<file path="src/rtl/dispatch_pkg.sv">
// Shared types and helpers for the round-robin dispatch arbiter.
// robIdx ordering and default per-port fuType masks live here.
package dispatch_pkg;

  localparam int ROB_MAX_W = 16;

  typedef struct packed {
    logic                 flag;
    logic [ROB_MAX_W-1:0] value;
  } rob_idx_t;

  localparam int FU_JMP    = 0;
  localparam int FU_MUL_LO = 4;
  localparam int FU_ALU    = 6;
  localparam int FU_MUL_HI = 7;

  localparam logic [15:0] MASK_ALU = 16'h0040;
  localparam logic [15:0] MASK_MUL = 16'h00F0;

  localparam logic [31:0] DEFAULT_MASK =
    {MASK_MUL, MASK_ALU};

  function automatic logic is_after(
    input rob_idx_t a,
    input rob_idx_t b
  );
    return (a.flag ^ b.flag) ^ (a.value > b.value);
  endfunction

endpackage

</file>
<file path="src/rtl/dispatch_arbiter_rr_if.sv">
// Dispatch input, redirect and per-port output bundle.
// slave = arbiter side, master = producer/consumer side.
interface dispatch_arbiter_rr_if #(
  parameter int NUM_OUT   = 2,
  parameter int FU_W      = 4,
  parameter int ROB_VAL_W = 5,
  parameter int PAYLOAD_W = 128
);

  logic                 io_in_valid;
  logic                 io_in_ready;
  logic [FU_W-1:0]      io_in_bits_fuType;
  logic                 io_in_bits_robIdx_flag;
  logic [ROB_VAL_W-1:0] io_in_bits_robIdx_value;
  logic [PAYLOAD_W-1:0] io_in_bits_payload;

  logic                 io_redirect_valid;
  logic                 io_redirect_bits_robIdx_flag;
  logic [ROB_VAL_W-1:0] io_redirect_bits_robIdx_value;
  logic                 io_redirect_bits_level;

  logic [NUM_OUT-1:0]           io_out_valid;
  logic [NUM_OUT-1:0]           io_out_ready;
  logic [NUM_OUT*FU_W-1:0]      io_out_bits_fuType;
  logic [NUM_OUT-1:0]           io_out_bits_robIdx_flag;
  logic [NUM_OUT*ROB_VAL_W-1:0] io_out_bits_robIdx_value;
  logic [NUM_OUT*PAYLOAD_W-1:0] io_out_bits_payload;

  logic io_unroutable;

  modport slave (
    input  io_in_valid,
    output io_in_ready,
    input  io_in_bits_fuType,
    input  io_in_bits_robIdx_flag,
    input  io_in_bits_robIdx_value,
    input  io_in_bits_payload,
    input  io_redirect_valid,
    input  io_redirect_bits_robIdx_flag,
    input  io_redirect_bits_robIdx_value,
    input  io_redirect_bits_level,
    output io_out_valid,
    input  io_out_ready,
    output io_out_bits_fuType,
    output io_out_bits_robIdx_flag,
    output io_out_bits_robIdx_value,
    output io_out_bits_payload,
    output io_unroutable
  );

  modport master (
    output io_in_valid,
    input  io_in_ready,
    output io_in_bits_fuType,
    output io_in_bits_robIdx_flag,
    output io_in_bits_robIdx_value,
    output io_in_bits_payload,
    output io_redirect_valid,
    output io_redirect_bits_robIdx_flag,
    output io_redirect_bits_robIdx_value,
    output io_redirect_bits_level,
    input  io_out_valid,
    output io_out_ready,
    input  io_out_bits_fuType,
    input  io_out_bits_robIdx_flag,
    input  io_out_bits_robIdx_value,
    input  io_out_bits_payload,
    input  io_unroutable
  );

endinterface

</file>
<file path="src/rtl/dispatch_slot.sv">
// One-entry output register slice with load, drain and kill.
// Kill wins over load and drain; data regs are not reset.
module dispatch_slot #(
  parameter int FU_W      = 4,
  parameter int ROB_VAL_W = 5,
  parameter int PAYLOAD_W = 128
) (
  input  logic                 clock,
  input  logic                 reset,
  input  logic                 load,
  input  logic                 drain,
  input  logic                 kill,
  input  logic [FU_W-1:0]      in_fu,
  input  logic                 in_flag,
  input  logic [ROB_VAL_W-1:0] in_value,
  input  logic [PAYLOAD_W-1:0] in_payload,
  output logic                 valid,
  output logic [FU_W-1:0]      fu,
  output logic                 flag,
  output logic [ROB_VAL_W-1:0] value,
  output logic [PAYLOAD_W-1:0] payload
);

  always_ff @(posedge clock) begin
    if (!reset) begin
      valid <= 1'b0;
    end else if (kill) begin
      valid <= 1'b0;
    end else if (load) begin
      valid <= 1'b1;
    end else if (drain) begin
      valid <= 1'b0;
    end
  end

  always_ff @(posedge clock) begin
    if (load) begin
      fu      <= in_fu;
      flag    <= in_flag;
      value   <= in_value;
      payload <= in_payload;
    end
  end

endmodule

</file>
<file path="src/rtl/dispatch_arbiter_rr.sv">
// Registered dispatch arbiter: fuType-masked steering to NUM_OUT
// one-entry slices with round-robin choice and redirect flush.
module dispatch_arbiter_rr
  import dispatch_pkg::*;
#(
  parameter int NUM_OUT   = 2,
  parameter int FU_W      = 4,
  parameter int ROB_VAL_W = 5,
  parameter int PAYLOAD_W = 128,
  parameter logic [NUM_OUT*(2**FU_W)-1:0] OUT_FU_MASK =
    DEFAULT_MASK
) (
  input logic clock,
  input logic reset,
  dispatch_arbiter_rr_if.slave bus
);

  localparam int FW    = 2**FU_W;
  localparam int PTR_W =
    (NUM_OUT > 1) ? $clog2(NUM_OUT) : 1;

  logic [PTR_W-1:0]   rr_ptr;
  logic [PTR_W-1:0]   rr_nxt;
  logic [PTR_W-1:0]   chosen;
  logic               found;
  logic               fire;
  logic               unroutable;

  logic [NUM_OUT-1:0] slot_valid;
  logic [NUM_OUT-1:0] elig;
  logic [NUM_OUT-1:0] take;
  logic [NUM_OUT-1:0] load;
  logic [NUM_OUT-1:0] kill;

  logic [2*NUM_OUT-1:0] rot;

  rob_idx_t redir;

  assign redir = '{
    flag:  bus.io_redirect_bits_robIdx_flag,
    value: ROB_MAX_W'(bus.io_redirect_bits_robIdx_value)
  };

  // Rotate the candidate set so bit 0 is the rr_ptr port.
  assign rot = {take, take} >> rr_ptr;

  always_comb begin
    logic [PTR_W:0] sum;
    found  = 1'b0;
    chosen = '0;
    sum    = '0;
    for (int k = 0; k < NUM_OUT; k++) begin
      if (!found && rot[k]) begin
        found = 1'b1;
        sum   = {1'b0, rr_ptr} + (PTR_W+1)'(k);
        if (sum >= (PTR_W+1)'(NUM_OUT)) begin
          sum = sum - (PTR_W+1)'(NUM_OUT);
        end
        chosen = sum[PTR_W-1:0];
      end
    end
  end

  assign bus.io_in_ready = !bus.io_redirect_valid &&
                           (found || !(|elig));
  assign fire = bus.io_in_valid && bus.io_in_ready;

  always_comb begin
    rr_nxt = rr_ptr;
    if (fire && found) begin
      if (chosen == PTR_W'(NUM_OUT-1)) begin
        rr_nxt = '0;
      end else begin
        rr_nxt = chosen + PTR_W'(1);
      end
    end
  end

  always_ff @(posedge clock) begin
    if (!reset) begin
      rr_ptr     <= '0;
      unroutable <= 1'b0;
    end else begin
      rr_ptr <= rr_nxt;
      if (fire && !(|elig)) begin
        unroutable <= 1'b1;
      end
    end
  end

  assign bus.io_unroutable = unroutable;
  assign bus.io_out_valid  = slot_valid;

  for (genvar i = 0; i < NUM_OUT; i++) begin : g_port
    logic [FW-1:0]        mask;
    logic [FU_W-1:0]      fu_q;
    logic                 flag_q;
    logic [ROB_VAL_W-1:0] value_q;
    logic [PAYLOAD_W-1:0] payload_q;
    rob_idx_t             slot_rob;

    assign mask    = OUT_FU_MASK[i*FW +: FW];
    assign elig[i] = mask[bus.io_in_bits_fuType];
    assign take[i] = elig[i] &&
                     (!slot_valid[i] || bus.io_out_ready[i]);
    assign load[i] = fire && found &&
                     (chosen == PTR_W'(i));

    assign slot_rob = '{
      flag:  flag_q,
      value: ROB_MAX_W'(value_q)
    };
    assign kill[i] = bus.io_redirect_valid &&
      (is_after(slot_rob, redir) ||
       (bus.io_redirect_bits_level && slot_rob == redir));

    dispatch_slot #(
      .FU_W      (FU_W),
      .ROB_VAL_W (ROB_VAL_W),
      .PAYLOAD_W (PAYLOAD_W)
    ) u_slot (
      .clock      (clock),
      .reset      (reset),
      .load       (load[i]),
      .drain      (bus.io_out_ready[i]),
      .kill       (kill[i]),
      .in_fu      (bus.io_in_bits_fuType),
      .in_flag    (bus.io_in_bits_robIdx_flag),
      .in_value   (bus.io_in_bits_robIdx_value),
      .in_payload (bus.io_in_bits_payload),
      .valid      (slot_valid[i]),
      .fu         (fu_q),
      .flag       (flag_q),
      .value      (value_q),
      .payload    (payload_q)
    );

    assign bus.io_out_bits_fuType[i*FU_W +: FU_W] = fu_q;
    assign bus.io_out_bits_robIdx_flag[i] = flag_q;
    assign bus.io_out_bits_robIdx_value[i*ROB_VAL_W +: ROB_VAL_W] =
      value_q;
    assign bus.io_out_bits_payload[i*PAYLOAD_W +: PAYLOAD_W] =
      payload_q;
  end

endmodule
</file>
<file path="src/flat_wrapper.sv">
// flat-port wrapper written by rule: the top's interface ports become plain ports
module dispatch_arbiter_rr_flat import dispatch_pkg::*;
#(
  parameter int NUM_OUT   = 2,
  parameter int FU_W      = 4,
  parameter int ROB_VAL_W = 5,
  parameter int PAYLOAD_W = 128,
  parameter logic [NUM_OUT*(2**FU_W)-1:0] OUT_FU_MASK =
    DEFAULT_MASK
)
  (clock, reset, bus_io_in_valid, bus_io_in_ready, bus_io_in_bits_fuType, bus_io_in_bits_robIdx_flag, bus_io_in_bits_robIdx_value, bus_io_in_bits_payload, bus_io_redirect_valid, bus_io_redirect_bits_robIdx_flag, bus_io_redirect_bits_robIdx_value, bus_io_redirect_bits_level, bus_io_out_valid, bus_io_out_ready, bus_io_out_bits_fuType, bus_io_out_bits_robIdx_flag, bus_io_out_bits_robIdx_value, bus_io_out_bits_payload, bus_io_unroutable);
  dispatch_arbiter_rr_if #(.NUM_OUT(NUM_OUT), .FU_W(FU_W), .ROB_VAL_W(ROB_VAL_W), .PAYLOAD_W(PAYLOAD_W)) bus_i ();
  input logic clock;
  input logic reset;
  input wire logic [$bits(bus_i.io_in_valid)-1:0] bus_io_in_valid;
  output wire logic [$bits(bus_i.io_in_ready)-1:0] bus_io_in_ready;
  input wire logic [$bits(bus_i.io_in_bits_fuType)-1:0] bus_io_in_bits_fuType;
  input wire logic [$bits(bus_i.io_in_bits_robIdx_flag)-1:0] bus_io_in_bits_robIdx_flag;
  input wire logic [$bits(bus_i.io_in_bits_robIdx_value)-1:0] bus_io_in_bits_robIdx_value;
  input wire logic [$bits(bus_i.io_in_bits_payload)-1:0] bus_io_in_bits_payload;
  input wire logic [$bits(bus_i.io_redirect_valid)-1:0] bus_io_redirect_valid;
  input wire logic [$bits(bus_i.io_redirect_bits_robIdx_flag)-1:0] bus_io_redirect_bits_robIdx_flag;
  input wire logic [$bits(bus_i.io_redirect_bits_robIdx_value)-1:0] bus_io_redirect_bits_robIdx_value;
  input wire logic [$bits(bus_i.io_redirect_bits_level)-1:0] bus_io_redirect_bits_level;
  output wire logic [$bits(bus_i.io_out_valid)-1:0] bus_io_out_valid;
  input wire logic [$bits(bus_i.io_out_ready)-1:0] bus_io_out_ready;
  output wire logic [$bits(bus_i.io_out_bits_fuType)-1:0] bus_io_out_bits_fuType;
  output wire logic [$bits(bus_i.io_out_bits_robIdx_flag)-1:0] bus_io_out_bits_robIdx_flag;
  output wire logic [$bits(bus_i.io_out_bits_robIdx_value)-1:0] bus_io_out_bits_robIdx_value;
  output wire logic [$bits(bus_i.io_out_bits_payload)-1:0] bus_io_out_bits_payload;
  output wire logic [$bits(bus_i.io_unroutable)-1:0] bus_io_unroutable;
  assign bus_i.io_in_valid = bus_io_in_valid;
  assign bus_io_in_ready = bus_i.io_in_ready;
  assign bus_i.io_in_bits_fuType = bus_io_in_bits_fuType;
  assign bus_i.io_in_bits_robIdx_flag = bus_io_in_bits_robIdx_flag;
  assign bus_i.io_in_bits_robIdx_value = bus_io_in_bits_robIdx_value;
  assign bus_i.io_in_bits_payload = bus_io_in_bits_payload;
  assign bus_i.io_redirect_valid = bus_io_redirect_valid;
  assign bus_i.io_redirect_bits_robIdx_flag = bus_io_redirect_bits_robIdx_flag;
  assign bus_i.io_redirect_bits_robIdx_value = bus_io_redirect_bits_robIdx_value;
  assign bus_i.io_redirect_bits_level = bus_io_redirect_bits_level;
  assign bus_io_out_valid = bus_i.io_out_valid;
  assign bus_i.io_out_ready = bus_io_out_ready;
  assign bus_io_out_bits_fuType = bus_i.io_out_bits_fuType;
  assign bus_io_out_bits_robIdx_flag = bus_i.io_out_bits_robIdx_flag;
  assign bus_io_out_bits_robIdx_value = bus_i.io_out_bits_robIdx_value;
  assign bus_io_out_bits_payload = bus_i.io_out_bits_payload;
  assign bus_io_unroutable = bus_i.io_unroutable;
  dispatch_arbiter_rr #(.NUM_OUT(NUM_OUT), .FU_W(FU_W), .ROB_VAL_W(ROB_VAL_W), .PAYLOAD_W(PAYLOAD_W), .OUT_FU_MASK(OUT_FU_MASK)) u_core (.clock(clock), .reset(reset), .bus(bus_i));
endmodule
</file>
<file path="config.mk">
export PLATFORM = sky130hd
export DESIGN_NAME = dispatch_arbiter_rr_flat
export DESIGN_NICKNAME = d
export VERILOG_FILES = /design/src/rtl/dispatch_pkg.sv /design/src/rtl/dispatch_arbiter_rr_if.sv /design/src/rtl/dispatch_slot.sv /design/src/rtl/dispatch_arbiter_rr.sv /design/src/flat_wrapper.sv
export SDC_FILE = /design/constraint.sdc
export NUM_CORES = 1
export LEC_CHECK = 0
export BUFFER_PORTS_ARGS = -buffer_cell sky130_fd_sc_hd__clkbuf_2
export CAP_MARGIN = 25
export CORE_AREA = 2 2 169 171
export DETAILED_ROUTE_END_ITERATION = 8
export DIE_AREA = 0 0 171 173
export GPL_TIMING_DRIVEN = 0
export PLACE_DENSITY = 0.69
export SKIP_CTS_REPAIR_TIMING = 1
export SYNTH_ARGS = -nofsm -noshare
export SYNTH_HDL_FRONTEND = slang
export SYNTH_SLANG_ARGS = --single-unit
</file>
<file path="constraint.sdc">
create_clock -name clock -period 8.1 [get_ports clock]
set_input_delay 0.81 -clock clock [delete_from_list [all_inputs] [get_ports clock]]
set_output_delay 0.81 -clock clock [all_outputs]
set_load 0.01 [all_outputs]
</file>
==> reports/metrics.json <==
{
  "setup_path": {
    "regToRegSetupSlack_ps": 5310,
    "critPathArrivalTime_ps": 3090,
    "setup.worst_path.end_class": "flop",
    "critical_path.slowest_cell": "a211oi_4",
    "crit_buf_inv": 5,
    "worstSetupStartpointType": "input pin",
    "worstPathMaxFanout": 18,
    "critPathMaxStageDelay_ps": 610,
    "critical-path-top-delay-family": "buffers and inverters",
    "critPathRequiredTime_ps": 8320,
    "critical-path-top-cell-by-count": "buf_8",
    "crit_type": "input pin to flop",
    "worstPathCellList": "clkbuf_2 -> nand2b_4 -> or4b_4 -> a211oi_4 -> buf_8 -> buf_8 -> buf_8 -> buf_8"
  },
  "layout": {
    "syn_to_final_growth_pct": 42.4,
    "layout-drive-gt1-share_pct": 58.6,
    "layout_common_cells": "clkbuf_2 (430), edfxtp_1 (276), clkbuf_16 (29), ha_1 (10)",
    "post-route-cell-area_mm2": 0.0126,
    "seqCellArea_mm2": 0.00837,
    "final-instance-count-excl-fill": 1213,
    "multi_input_area_um2": 444,
    "layout_commonest_cell": "clkbuf_2",
    "n_fill_cell": 2391,
    "nNetsFinal": 976
  },
  "timing": {
    "max_slew.worst_pin.slew_ps": 740,
    "finalHoldViolCount": 0,
    "setup_tns_ps": 0,
    "hold_slack_ps": 465,
    "min_period_over_period_pct": 35.4,
    "setup_viol_count_final": 0,
    "slew-limit-headroom_pct": 50.5,
    "max_freq_mhz": 348,
    "setup_repair_after_global_routing_missed_its_margin": "no",
    "worst_clock_skew_ps": 12.0,
    "timing_max_transition_violations_final": 0,
    "finalCriticalPeriod_ps": 2870,
    "fin_ws_ps": 5230
  },
  "detailed_routing": {
    "vias_per_cell": 4.18,
    "detailed_route_via_count": 5073,
    "route.detailed.drc": 0,
    "detail_route.first_pass.iterations": 4,
    "drt-total-wl_mm": 19.9,
    "drt-wirelength-per-cell_um": 16.4,
    "antenna_violating_nets_post_route": 0,
    "number_of_violations_reported_at_the_end_of_detailed_routing_iteration_0": 252
  },
  "clocking": {
    "h_tree_depth": 1,
    "cts.sink_count": 280,
    "clk_pin_slew_worst_paths_ps": 60,
    "clk_root_buffer_cell": "clkbuf_16",
    "numCtsBuffers": 28,
    "clk-insertion-delay-late_ps": 530,
    "cts-root-to-sink-buffers": 3,
    "cts_tree": "yes"
  },
  "power_and_ir_drop": {
    "total_leakage_power_nw": 5.12,
    "power_density_mw_per_mm2": 238,
    "power.ir.vdd_worst_mv": 0.161,
    "p_sw_mw": 0.565,
    "switch_share_pct": 18.8,
    "p_clk_share_pct": 42.5,
    "internal-power_mw": 2.44,
    "sequentialPowerShare_pct": 54.0,
    "power.combinational.fraction_pct": 3.5
  },
  "global_routing": {
    "grt_max_degree": 65,
    "overflow": 0,
    "grt_first_pass_wirelength_mm": 28.7,
    "grt_util_all_layers_pct": 12.6,
    "vias_in_the_first_global_route": 5347,
    "number_of_antenna_violations_at_the_first_check_in_global_routing": 2
  },
  "synthesis": {
    "synth_largest_area_cell": "edfxtp_1",
    "synth.yosys.seq_area_share_pct": 94.4,
    "synth.cell_area_mm2": 0.00886,
    "postSynthCellCount": 344,
    "post_synth.cell_area_avg_um2": 25.8,
    "netlist_top_cells_area": "edfxtp_1 (93%), ha_1 (1.4%), dfxtp_1 (0.90%), buf_4 (0.34%), inv_1 (0.34%)",
    "synth-seq-cells": 280,
    "synth_largest_type_area_fraction_pct": 93.5,
    "count_of_cell_types_in_the_netlist": 31,
    "synthesis_warning_total": 0,
    "syn_nets": 505
  },
  "placed_design": {
    "placedInstanceArea_mm2": 0.0117,
    "place.detailed.instances": 1163,
    "estimated_wirelength_of_the_detail_placed_design_mm": 15.0,
    "placement.setup.worst_slack_ps": 4680,
    "port-buffer-count": 430,
    "gp_congestion": 0.759
  },
  "hold_path": {
    "hold_path_class": "input pin to flop"
  },
  "floorplan": {
    "num_io_pins": 431,
    "core_area_mm2": 0.0276,
    "die_h_um": 173,
    "design.die.area_mm2": 0.0296,
    "floorplan.initialDensity_pct": 32.1,
    "die-width_um": 171,
    "row_count": 61
  },
  "flow_run": {
    "max_cap_violations": 0
  },
  "run_status": {
    "outcome": "complete, no violations"
  }
}
-- routing by layer --
layer / routed length, um / GRT usage (%) / up-vias / part of all wire (%)
li1: - / - / 2329 / -
met2: 9850 / 22.4 / 314 / 49
met3: 2600 / 6.04 / 45 / 13
met4: 623 / 4.98 / 2 / 3.1
met1: 6840 / 12.5 / 2383 / 34
met5: 12 / 0 / - / 0.060
-- cell type report --
class / instances / area share [%]
Sequential cell: 280 / 66.3
Timing Repair Buffer: 441 / 18.7
Clock buffer: 32 / 5.84
Tap cell: 378 / 3.75
Multi-Input combinational cell: 52 / 3.52
Clock inverter: 17 / 1.46
Buffer: 4 / 0.238
Inverter: 8 / 0.238
Antenna cell: 1 / 0.0198
-- path summary, 6_finish.rpt --
path | startpoint | end | cells past startpoint
worst max register to register | u_core.g_port[0].u_slot.valid$_SDFFE_PP0P_ | u_core.g_port[0].u_slot.payload[100]$_DFFE_PP_ | 7
worst min-delay path | bus_io_in_bits_payload[83] | u_core.g_port[1].u_slot.payload[83]$_DFFE_PP_ | 1
worst min register to register | u_core.bus.io_unroutable$_SDFFE_PN0P_ | u_core.bus.io_unroutable$_SDFFE_PN0P_ | 1
worst max-delay path | bus_io_in_bits_fuType[3] | u_core.g_port[0].u_slot.payload[100]$_DFFE_PP_ | 8
-- through the flow --
stage | total power [mW] | utilization (%)
6_report | 3.00 | 45.7
4_1_cts | 3.03 | 45.7
3_5_place_dp | 1.76 | 42.3
3_3_place_gp | 1.76 | 41.6
2_1_floorplan | 1.68 | -
5_1_grt | 3.09 | 45.7
-- flip-flops by register name, indices dropped and copies added, names as in the netlist --
signal,count
u_core.g_port.u_slot.payload,256
u_core.g_port.u_slot.value,10
u_core.g_port.u_slot.fu,8
u_core.g_port.u_slot.flag,2
u_core.g_port.u_slot.valid,2
u_core.bus.io_unroutable,1
u_core.rr_ptr,1
-- cells in the mapped netlist --
| master | n |
|---|---|
| o211a_1 | 1 |
| nand3_1 | 2 |
| nor2b_1 | 2 |
| nand2b_1 | 2 |
| a31oi_1 | 3 |
| nor2_1 | 3 |
| o21a_1 | 2 |
| and2b_1 | 1 |
| nor2b_4 | 1 |
| nand2_1 | 2 |
| or4b_4 | 1 |
| edfxtp_1 | 276 |
| nand2b_4 | 1 |
| a41oi_2 | 1 |
| xor2_1 | 2 |
| a21oi_1 | 3 |
| nand4_1 | 1 |
| ha_1 | 10 |
| a21o_1 | 3 |
| a211oi_4 | 1 |
| o21ai_1 | 1 |
| a221o_1 | 1 |
| o221ai_1 | 1 |
| xnor2_1 | 1 |
| inv_1 | 8 |
| dfxtp_1 | 4 |
| o21ai_0 | 2 |
| nor3_1 | 1 |
| and3_1 | 2 |
| buf_4 | 4 |
| o211ai_1 | 1 |
-- cell families (layout without fill, tap and decap cells) --
logic type,Yosys count,after routing,share of synthesized area [%]
DFF,280,280,94.4
adders and majority gates,10,10,1.41
buffers and inverters,12,502,0.678
and+or+nand+nor,19,19,1.43
AOI/OAI and AO/OA,20,20,1.79
xor gates and xnor gates,3,3,0.296
other,0,1,0
-- power by group through the flow --
stage | sequential (mW) | combinational (mW) | clock [mW]
finish | 1.62 | 0.105 | 1.28
global route | 1.62 | 0.115 | 1.36
CTS | 1.62 | 0.107 | 1.31
detailed placement | 1.65 | 0.106 | 0
global placement | 1.66 | 0.0994 | 0
floorplan | 1.67 | 0.0190 | 0
No activity file was read; power rests on OpenSTA's default activity.
